File: src/rtl/cpu_bus_serializer.sv
// cpu_bus_serializer
//
// Purpose:
//   Divides clk by DIV to produce the CPU core clock. Each half-period is DIV
//   clk cycles long.
//   In each CPU clock half-period the block sends one frame on a narrow
//   output bus. A frame is a snapshotted ADDR_W-bit address followed by the
//   CTRL_W control bits, one OUT_W-bit slice per clk cycle. The slot and
//   frame tags let off-chip logic demultiplex the bus. The enable input
//   freezes the whole frame.
//
// Ports:
//   clk        in   1       system clock
//   rst_n      in   1       asynchronous active-low reset
//   ena        in   1       1 = advance, 0 = freeze counter, CPU clock and outputs
//   addr_i     in   ADDR_W  CPU address (stable at phase 0)
//   ctrl_i     in   CTRL_W  CPU control bits (bit0 = RW, bit1 = SYNC)
//   cpu_clk_o  out  1       divided CPU clock
//   bus_o      out  OUT_W   multiplexed output slice
//   slot_o     out  CW      index of the slice currently on bus_o
//   frame_o    out  1       high while bus_o carries slot 0
//   valid_o    out  1       high while bus_o carries a fresh slice
//   par_o      out  1       even parity of bus_o (optional)
//
// Configuration:
//   BUS_PARITY_EN  When defined, par_o is the registered XOR of the slice on
//                  bus_o. When undefined, par_o is tied to 0.

module cpu_bus_serializer #(
    parameter int OUT_W  = 8,
    parameter int ADDR_W = 16,
    parameter int CTRL_W = 2,
    parameter int DIV    = 3,
    localparam int NA    = (ADDR_W + OUT_W - 1) / OUT_W,
    localparam int NSLOT = NA + 1,
    localparam int CW    = (DIV > 1) ? $clog2(DIV) : 1
) (
    input  logic              clk,
    input  logic              rst_n,
    input  logic              ena,
    input  logic [ADDR_W-1:0] addr_i,
    input  logic [CTRL_W-1:0] ctrl_i,
    output logic              cpu_clk_o,
    output logic [OUT_W-1:0]  bus_o,
    output logic [CW-1:0]     slot_o,
    output logic              frame_o,
    output logic              valid_o,
    output logic              par_o
);

    // The padded address is NA whole slices wide. Slice 0 comes straight
    // from addr_i, so only the slices above it are kept in the snapshot.
    localparam int PADW   = NA * OUT_W;
    localparam int SNAP_W = (NA > 1) ? (PADW - OUT_W) : 1;

    // Every slot must fit inside one CPU clock half-period, and the control
    // bits must fit in one slice.
    if (DIV < NSLOT) begin : g_div_check
        $error("cpu_bus_serializer: DIV must be >= NSLOT");
    end
    if (CTRL_W > OUT_W) begin : g_ctrl_check
        $error("cpu_bus_serializer: CTRL_W must be <= OUT_W");
    end

    logic [CW-1:0]     cnt_q, cnt_d;
    logic              cpu_clk_q, cpu_clk_d;
    logic [OUT_W-1:0]  bus_q, bus_d;
    logic [CW-1:0]     slot_q, slot_d;
    logic              frame_q, frame_d;
    logic              valid_q, valid_d;
    logic [SNAP_W-1:0] snap_addr_q, snap_addr_d;
    logic [CTRL_W-1:0] snap_ctrl_q, snap_ctrl_d;

    logic [PADW-1:0]   addr_pad;
    logic [SNAP_W-1:0] snap_src;
    logic [OUT_W-1:0]  slice_data;
    logic              phase_zero;
    logic              phase_last;
    logic              phase_active;

    assign addr_pad = PADW'(addr_i);

    if (NA > 1) begin : g_snap_src
        assign snap_src = addr_pad[PADW-1:OUT_W];
    end else begin : g_no_snap_src
        assign snap_src = '0;
    end

    // The compare runs one bit wider than cnt so that NSLOT == 2**CW is
    // still treated correctly.
    assign phase_zero   = (cnt_q == '0);
    assign phase_last   = (cnt_q == CW'(DIV - 1));
    assign phase_active = ({1'b0, cnt_q} < (CW + 1)'(NSLOT));

    // Slice mux. Slice 0 uses the live address because the snapshot is
    // loaded on the same edge. Later slices use the snapshot, so a change
    // on addr_i in mid-frame cannot tear the frame.
    always_comb begin
        slice_data = '0;
        if (phase_zero) begin
            slice_data = addr_pad[OUT_W-1:0];
        end else if (cnt_q == CW'(NA)) begin
            slice_data = OUT_W'(snap_ctrl_q);
        end else begin
            for (int k = 1; k < NA; k++) begin
                if (cnt_q == CW'(k)) begin
                    slice_data = snap_addr_q[(k-1)*OUT_W +: OUT_W];
                end
            end
        end
    end

    always_comb begin
        cnt_d       = cnt_q;
        cpu_clk_d   = cpu_clk_q;
        bus_d       = bus_q;
        slot_d      = slot_q;
        frame_d     = frame_q;
        valid_d     = valid_q;
        snap_addr_d = snap_addr_q;
        snap_ctrl_d = snap_ctrl_q;
        if (ena) begin
            cnt_d = phase_last ? '0 : cnt_q + 1'b1;
            if (phase_last) begin
                cpu_clk_d = ~cpu_clk_q;
            end
            if (phase_zero) begin
                snap_addr_d = snap_src;
                snap_ctrl_d = ctrl_i;
            end
            // In idle phases the bus and slot keep their last value. Only
            // the qualifiers drop.
            if (phase_active) begin
                bus_d   = slice_data;
                slot_d  = cnt_q;
                valid_d = 1'b1;
                frame_d = phase_zero;
            end else begin
                valid_d = 1'b0;
                frame_d = 1'b0;
            end
        end
    end

    always_ff @(posedge clk or negedge rst_n) begin
        if (!rst_n) begin
            cnt_q       <= '0;
            cpu_clk_q   <= 1'b0;
            bus_q       <= '0;
            slot_q      <= '0;
            frame_q     <= 1'b0;
            valid_q     <= 1'b0;
            snap_addr_q <= '0;
            snap_ctrl_q <= '0;
        end else begin
            cnt_q       <= cnt_d;
            cpu_clk_q   <= cpu_clk_d;
            bus_q       <= bus_d;
            slot_q      <= slot_d;
            frame_q     <= frame_d;
            valid_q     <= valid_d;
            snap_addr_q <= snap_addr_d;
            snap_ctrl_q <= snap_ctrl_d;
        end
    end

`ifdef BUS_PARITY_EN
    logic par_q, par_d;

    // Parity follows bus_o. It changes only when a fresh slice is loaded.
    always_comb begin
        par_d = par_q;
        if (ena && phase_active) begin
            par_d = ^slice_data;
        end
    end

    always_ff @(posedge clk or negedge rst_n) begin
        if (!rst_n) begin
            par_q <= 1'b0;
        end else begin
            par_q <= par_d;
        end
    end

    assign par_o = par_q;
`else
    assign par_o = 1'b0;
`endif

    assign cpu_clk_o = cpu_clk_q;
    assign bus_o     = bus_q;
    assign slot_o    = slot_q;
    assign frame_o   = frame_q;
    assign valid_o   = valid_q;

endmodule

File: config.mk
export PLATFORM = sky130hd
export DESIGN_NAME = cpu_bus_serializer
export DESIGN_NICKNAME = d
export VERILOG_FILES = /design/src/rtl/cpu_bus_serializer.sv
export SDC_FILE = /design/constraint.sdc
export NUM_CORES = 1
export LEC_CHECK = 0
export BUFFER_PORTS_ARGS = -buffer_cell sky130_fd_sc_hd__buf_4
export CORE_UTILIZATION = 48
export DETAILED_ROUTE_END_ITERATION = 8
export PLACE_DENSITY = 0.74
export SLEW_MARGIN = 20
export SYNTH_ARGS = -nofsm -noshare
export SYNTH_HDL_FRONTEND = slang
export SYNTH_SLANG_ARGS = --single-unit
export TNS_END_PERCENT = 10
File: constraint.sdc
create_clock -name clk -period 1.7 [get_ports clk]
set_input_delay 0.51 -clock clk [delete_from_list [all_inputs] [get_ports clk]]
set_output_delay 0.51 -clock clk [all_outputs]
set_load 0.005 [all_outputs]
==> metrics.txt <==
# TYPE chip_impl_metric gauge
chip_impl_metric{name="fin_worst_hold_slack",unit="ps"} 64.8
chip_impl_metric{name="critical_path_required",unit="ps"} 1190
chip_impl_metric{name="hold_viol",unit=""} 0
chip_impl_metric{name="routed_wl",unit="um"} 1870
chip_impl_metric{name="antenna_found_initial",unit=""} 0
chip_impl_metric{name="grt_pass1_vias",unit=""} 725
chip_impl_info{name="grt_setup_unrepaired",value="no"} 1
chip_impl_metric{name="pin_count_of_the_biggest_net_entering_global_routing",unit=""} 25
chip_impl_metric{name="vias_per_cell",unit=""} 5.17
chip_impl_info{name="layout.cells.most_common",value="sky130_fd_sc_hd__buf_4"} 1
chip_impl_metric{name="grt_first_pass_wirelength",unit="um"} 3210
chip_impl_metric{name="syn_to_final_growth",unit="%"} 27.4
chip_impl_metric{name="dr_total_vias",unit=""} 719
chip_impl_metric{name="layout.core_utilization",unit=""} 0.671
chip_impl_metric{name="cts_setup_buffers",unit=""} 0
chip_impl_metric{name="power.static_leakage",unit="nW"} 0.644
chip_impl_info{name="top_library_cells_by_usage_in_the_layout_fill_and_taps_aside",value="sky130_fd_sc_hd__buf_4 (35), sky130_fd_sc_hd__dfrtp_1 (23), sky130_fd_sc_hd__mux2_2 (12)"} 1
chip_impl_metric{name="final_period_minus_worst_setup_slack",unit="ps"} 1510
chip_impl_metric{name="number_of_h_tree_levels",unit=""} 1
chip_impl_metric{name="cts-root-to-sink-buffers",unit=""} 2
chip_impl_metric{name="yosysWarningCount",unit=""} 0
chip_impl_metric{name="drtAntennaViolNets",unit=""} 0
chip_impl_info{name="yosysTopAreaCell",value="sky130_fd_sc_hd__dfrtp_1"} 1
chip_impl_metric{name="synthDominantCellAreaShare",unit=""} 0.564
chip_impl_info{name="cts_tree",value="done"} 1
chip_impl_info{name="worst_setup_path_start_kind",value="flop"} 1
chip_impl_metric{name="fin_skew",unit="ps"} 5.34
chip_impl_metric{name="synth_area_per_cell",unit="um^2"} 13.7
chip_impl_info{name="crit_path_start",value="cnt_q[0]"} 1
chip_impl_metric{name="timing.reg2reg.worst_path_depth",unit=""} 3
chip_impl_metric{name="core_area",unit="mm^2"} 0.00202
chip_impl_metric{name="power-per-cell-area",unit="mW/mm^2"} 1270
chip_impl_metric{name="fmax",unit="MHz"} 662
chip_impl_info{name="capturing_point_of_the_worst_reg2reg_path",value="snap_addr_q[1]"} 1
chip_impl_metric{name="crit_cells",unit=""} 1
chip_impl_metric{name="total_power",unit="mW"} 1.72
chip_impl_metric{name="die_area",unit="mm^2"} 0.00241
chip_impl_metric{name="multi_input_comb_area",unit="um^2"} 414
chip_impl_metric{name="final_area",unit="mm^2"} 0.00136
chip_impl_info{name="yosys-top-cells-area",value="sky130_fd_sc_hd__dfrtp_1 (56%), sky130_fd_sc_hd__mux2_2 (13%), sky130_fd_sc_hd__mux2i_1 (9.4%)"} 1
chip_impl_metric{name="clk-insertion-delay-late",unit="ps"} 300
chip_impl_metric{name="floorplan.rows",unit=""} 16
chip_impl_metric{name="finalSetupViolCount",unit=""} 0
chip_impl_metric{name="max_cap_viol_count",unit=""} 0
chip_impl_metric{name="power.internal",unit="mW"} 1.24
chip_impl_metric{name="diodes",unit=""} 0
chip_impl_info{name="run_status",value="finished clean"} 1
chip_impl_metric{name="ff2ff_setup_slack",unit="ps"} 430
chip_impl_metric{name="power.clock.fraction",unit=""} 0.168
chip_impl_info{name="postSynth.topFlopCell",value="sky130_fd_sc_hd__dfrtp_1"} 1
chip_impl_info{name="end_kind",value="primary output"} 1
chip_impl_metric{name="drt_first_iter_violations",unit=""} 3
chip_impl_metric{name="worstPathBufferInverterCount",unit=""} 1
chip_impl_metric{name="final_critical_path_setup_slack",unit="ps"} 188
chip_impl_metric{name="numPlacedInstances",unit=""} 135
chip_impl_metric{name="setup_total_negative_slack",unit="ps"} 0
chip_impl_metric{name="io_pins",unit=""} 35
chip_impl_info{name="slowest_stage",value="sky130_fd_sc_hd__dfrtp_2"} 1
chip_impl_metric{name="critical-path-max-stage-delay",unit="ps"} 520
chip_impl_metric{name="cts_inserted_buffers",unit=""} 3
chip_impl_metric{name="ys_async_rst_share",unit=""} 1.00
chip_impl_metric{name="avgRoutedWirePerCell",unit="um"} 13.5
chip_impl_metric{name="dp_slack",unit="ps"} 204
chip_impl_metric{name="seqPwrFrac",unit=""} 0.513
chip_impl_metric{name="total_switching_power",unit="uW"} 486
chip_impl_metric{name="timing_max_transition_violations_final",unit=""} 0
chip_impl_metric{name="dr.pass1.iters",unit=""} 4
chip_impl_info{name="setup.worst_path.class",value="flop to primary output"} 1
chip_impl_metric{name="min_period_over_period",unit=""} 0.889
chip_impl_metric{name="synth_seq_cells",unit=""} 24
chip_impl_metric{name="synth-edff-count",unit=""} 0
chip_impl_metric{name="power_frac_comb",unit=""} 0.319
chip_impl_metric{name="io_buffers",unit=""} 33
chip_impl_info{name="r2r_startpoint",value="cnt_q[1]"} 1
chip_impl_metric{name="critical_path_arrival",unit="ps"} 1000
chip_impl_metric{name="worst-path-max-fanout",unit=""} 10
chip_impl_metric{name="final-seq-area",unit="um^2"} 602
chip_impl_metric{name="final-instance-count-excl-fill",unit=""} 139
chip_impl_metric{name="dp_hpwl",unit="um"} 1430
chip_impl_metric{name="final_nets",unit=""} 134
chip_impl_metric{name="synth_area",unit="mm^2"} 0.00106
chip_impl_metric{name="vdd_drop_max",unit="uV"} 808
chip_impl_metric{name="post_synth_num_cell_types",unit=""} 19
chip_impl_info{name="cp_cell_sequence",value="buf_4"} 1
chip_impl_metric{name="clkSlewWorstSetupHoldPaths",unit="ps"} 130
chip_impl_metric{name="die_w",unit="um"} 49.1
chip_impl_metric{name="place_area",unit="mm^2"} 0.00132
chip_impl_metric{name="grt_usage",unit=""} 0.178
chip_impl_metric{name="cts_resized",unit=""} 0
chip_impl_metric{name="finalWeightedCongestion",unit=""} 0.710
chip_impl_metric{name="route.detailed.drc",unit=""} 0
chip_impl_info{name="root_buffer_master",value="sky130_fd_sc_hd__clkbuf_4"} 1
chip_impl_metric{name="fill_cells",unit=""} 165
chip_impl_metric{name="cts.sinks",unit=""} 24
chip_impl_metric{name="grt_overflow_total",unit=""} 0
chip_impl_metric{name="synth.yosys.seq_area_share",unit=""} 0.564
chip_impl_metric{name="die_h",unit="um"} 49.1
chip_impl_info{name="endpoint",value="frame_o"} 1
chip_impl_metric{name="cts.hold.buffers_added",unit=""} 0
chip_impl_info{name="worst_path_dominant_cell_family",value="flip-flops"} 1
chip_impl_metric{name="p_sw_frac",unit=""} 0.282
chip_impl_metric{name="drive_gt1_frac",unit=""} 0.482
chip_impl_metric{name="synth_cells",unit=""} 78
chip_impl_info{name="hold_path_class",value="primary input to asynchronous set/reset pin"} 1
chip_impl_metric{name="initial_core_util",unit=""} 0.527
chip_impl_metric{name="syn_nets",unit=""} 99
## final cells by class
| type | count | share of cell area |
|---|---|---|
| multi-input combinational | 47 | 0.305 |
| timing repair buffer | 35 | 0.194 |
| sequential | 24 | 0.444 |
| tap | 27 | 0.0249 |
| clock buffer | 4 | 0.0268 |
| inverter | 2 | 0.00554 |
## sequential cells by signal, indices dropped and copies added (netlist names)
register	cells
bus_o	8
snap_ctrl_q	2
cpu_clk_o	1
slot_o	2
snap_addr_q	8
valid_o	1
cnt_q	2
## cells in the mapped netlist (all sizes together) (2+ instances only)
cell type	number
dfrtp	24
mux2i	10
nand2b	4
inv	2
o22ai	2
buf	5
nand2	4
mux2	12
a21oi	3
o2bb2ai	6
## power groups by stage
stage | clock network, mW | logic (mW) | registers, mW
final | 0.290 | 0.549 | 0.884
after global routing | 0.336 | 0.604 | 0.906
after CTS | 0.307 | 0.557 | 0.883
after detailed placement | 0 | 0.558 | 0.891
after global placement | 0 | 0.540 | 0.889
after floorplan | 0 | 0.328 | 0.870
## metal layers
metal | track usage | part of all wire | routed length, um | vias up
li1 | - | - | - | 342
met1 | 0.242 | 0.46 | 855 | 349
met2 | 0.274 | 0.48 | 896 | 24
met3 | 0.0312 | 0.050 | 94 | 4
met4 | 0.0882 | 0.013 | 25 | 0
met5 | 0 | 0 | 0 | -
## kinds of logic (layout without fill, tap and decap cells)
group           count (synthesis)  count (layout)  synth area share
mux                            22              22             0.221
buf+inv                         7              41            0.0470
compound gates                 13              13            0.0869
simple gates                   10              10            0.0693
xor+xnor                        1               1           0.00823
flops                          24              24             0.564
other cells                     1               1           0.00352
## worst min-delay path by stage
stage / startpoint / to / slack, ps / cells past startpoint
floorplan: rst_n / bus_o[0] / 210 / 0
global placement: rst_n / bus_o[0] / 420 / 1
detailed placement: rst_n / bus_o[0] / 420 / 1
CTS: rst_n / bus_o[0] / 70 / 1
global route: rst_n / bus_o[0] / 60 / 1
finish: rst_n / bus_o[0] / 60 / 1
Power figures use the tool's default switching activity.
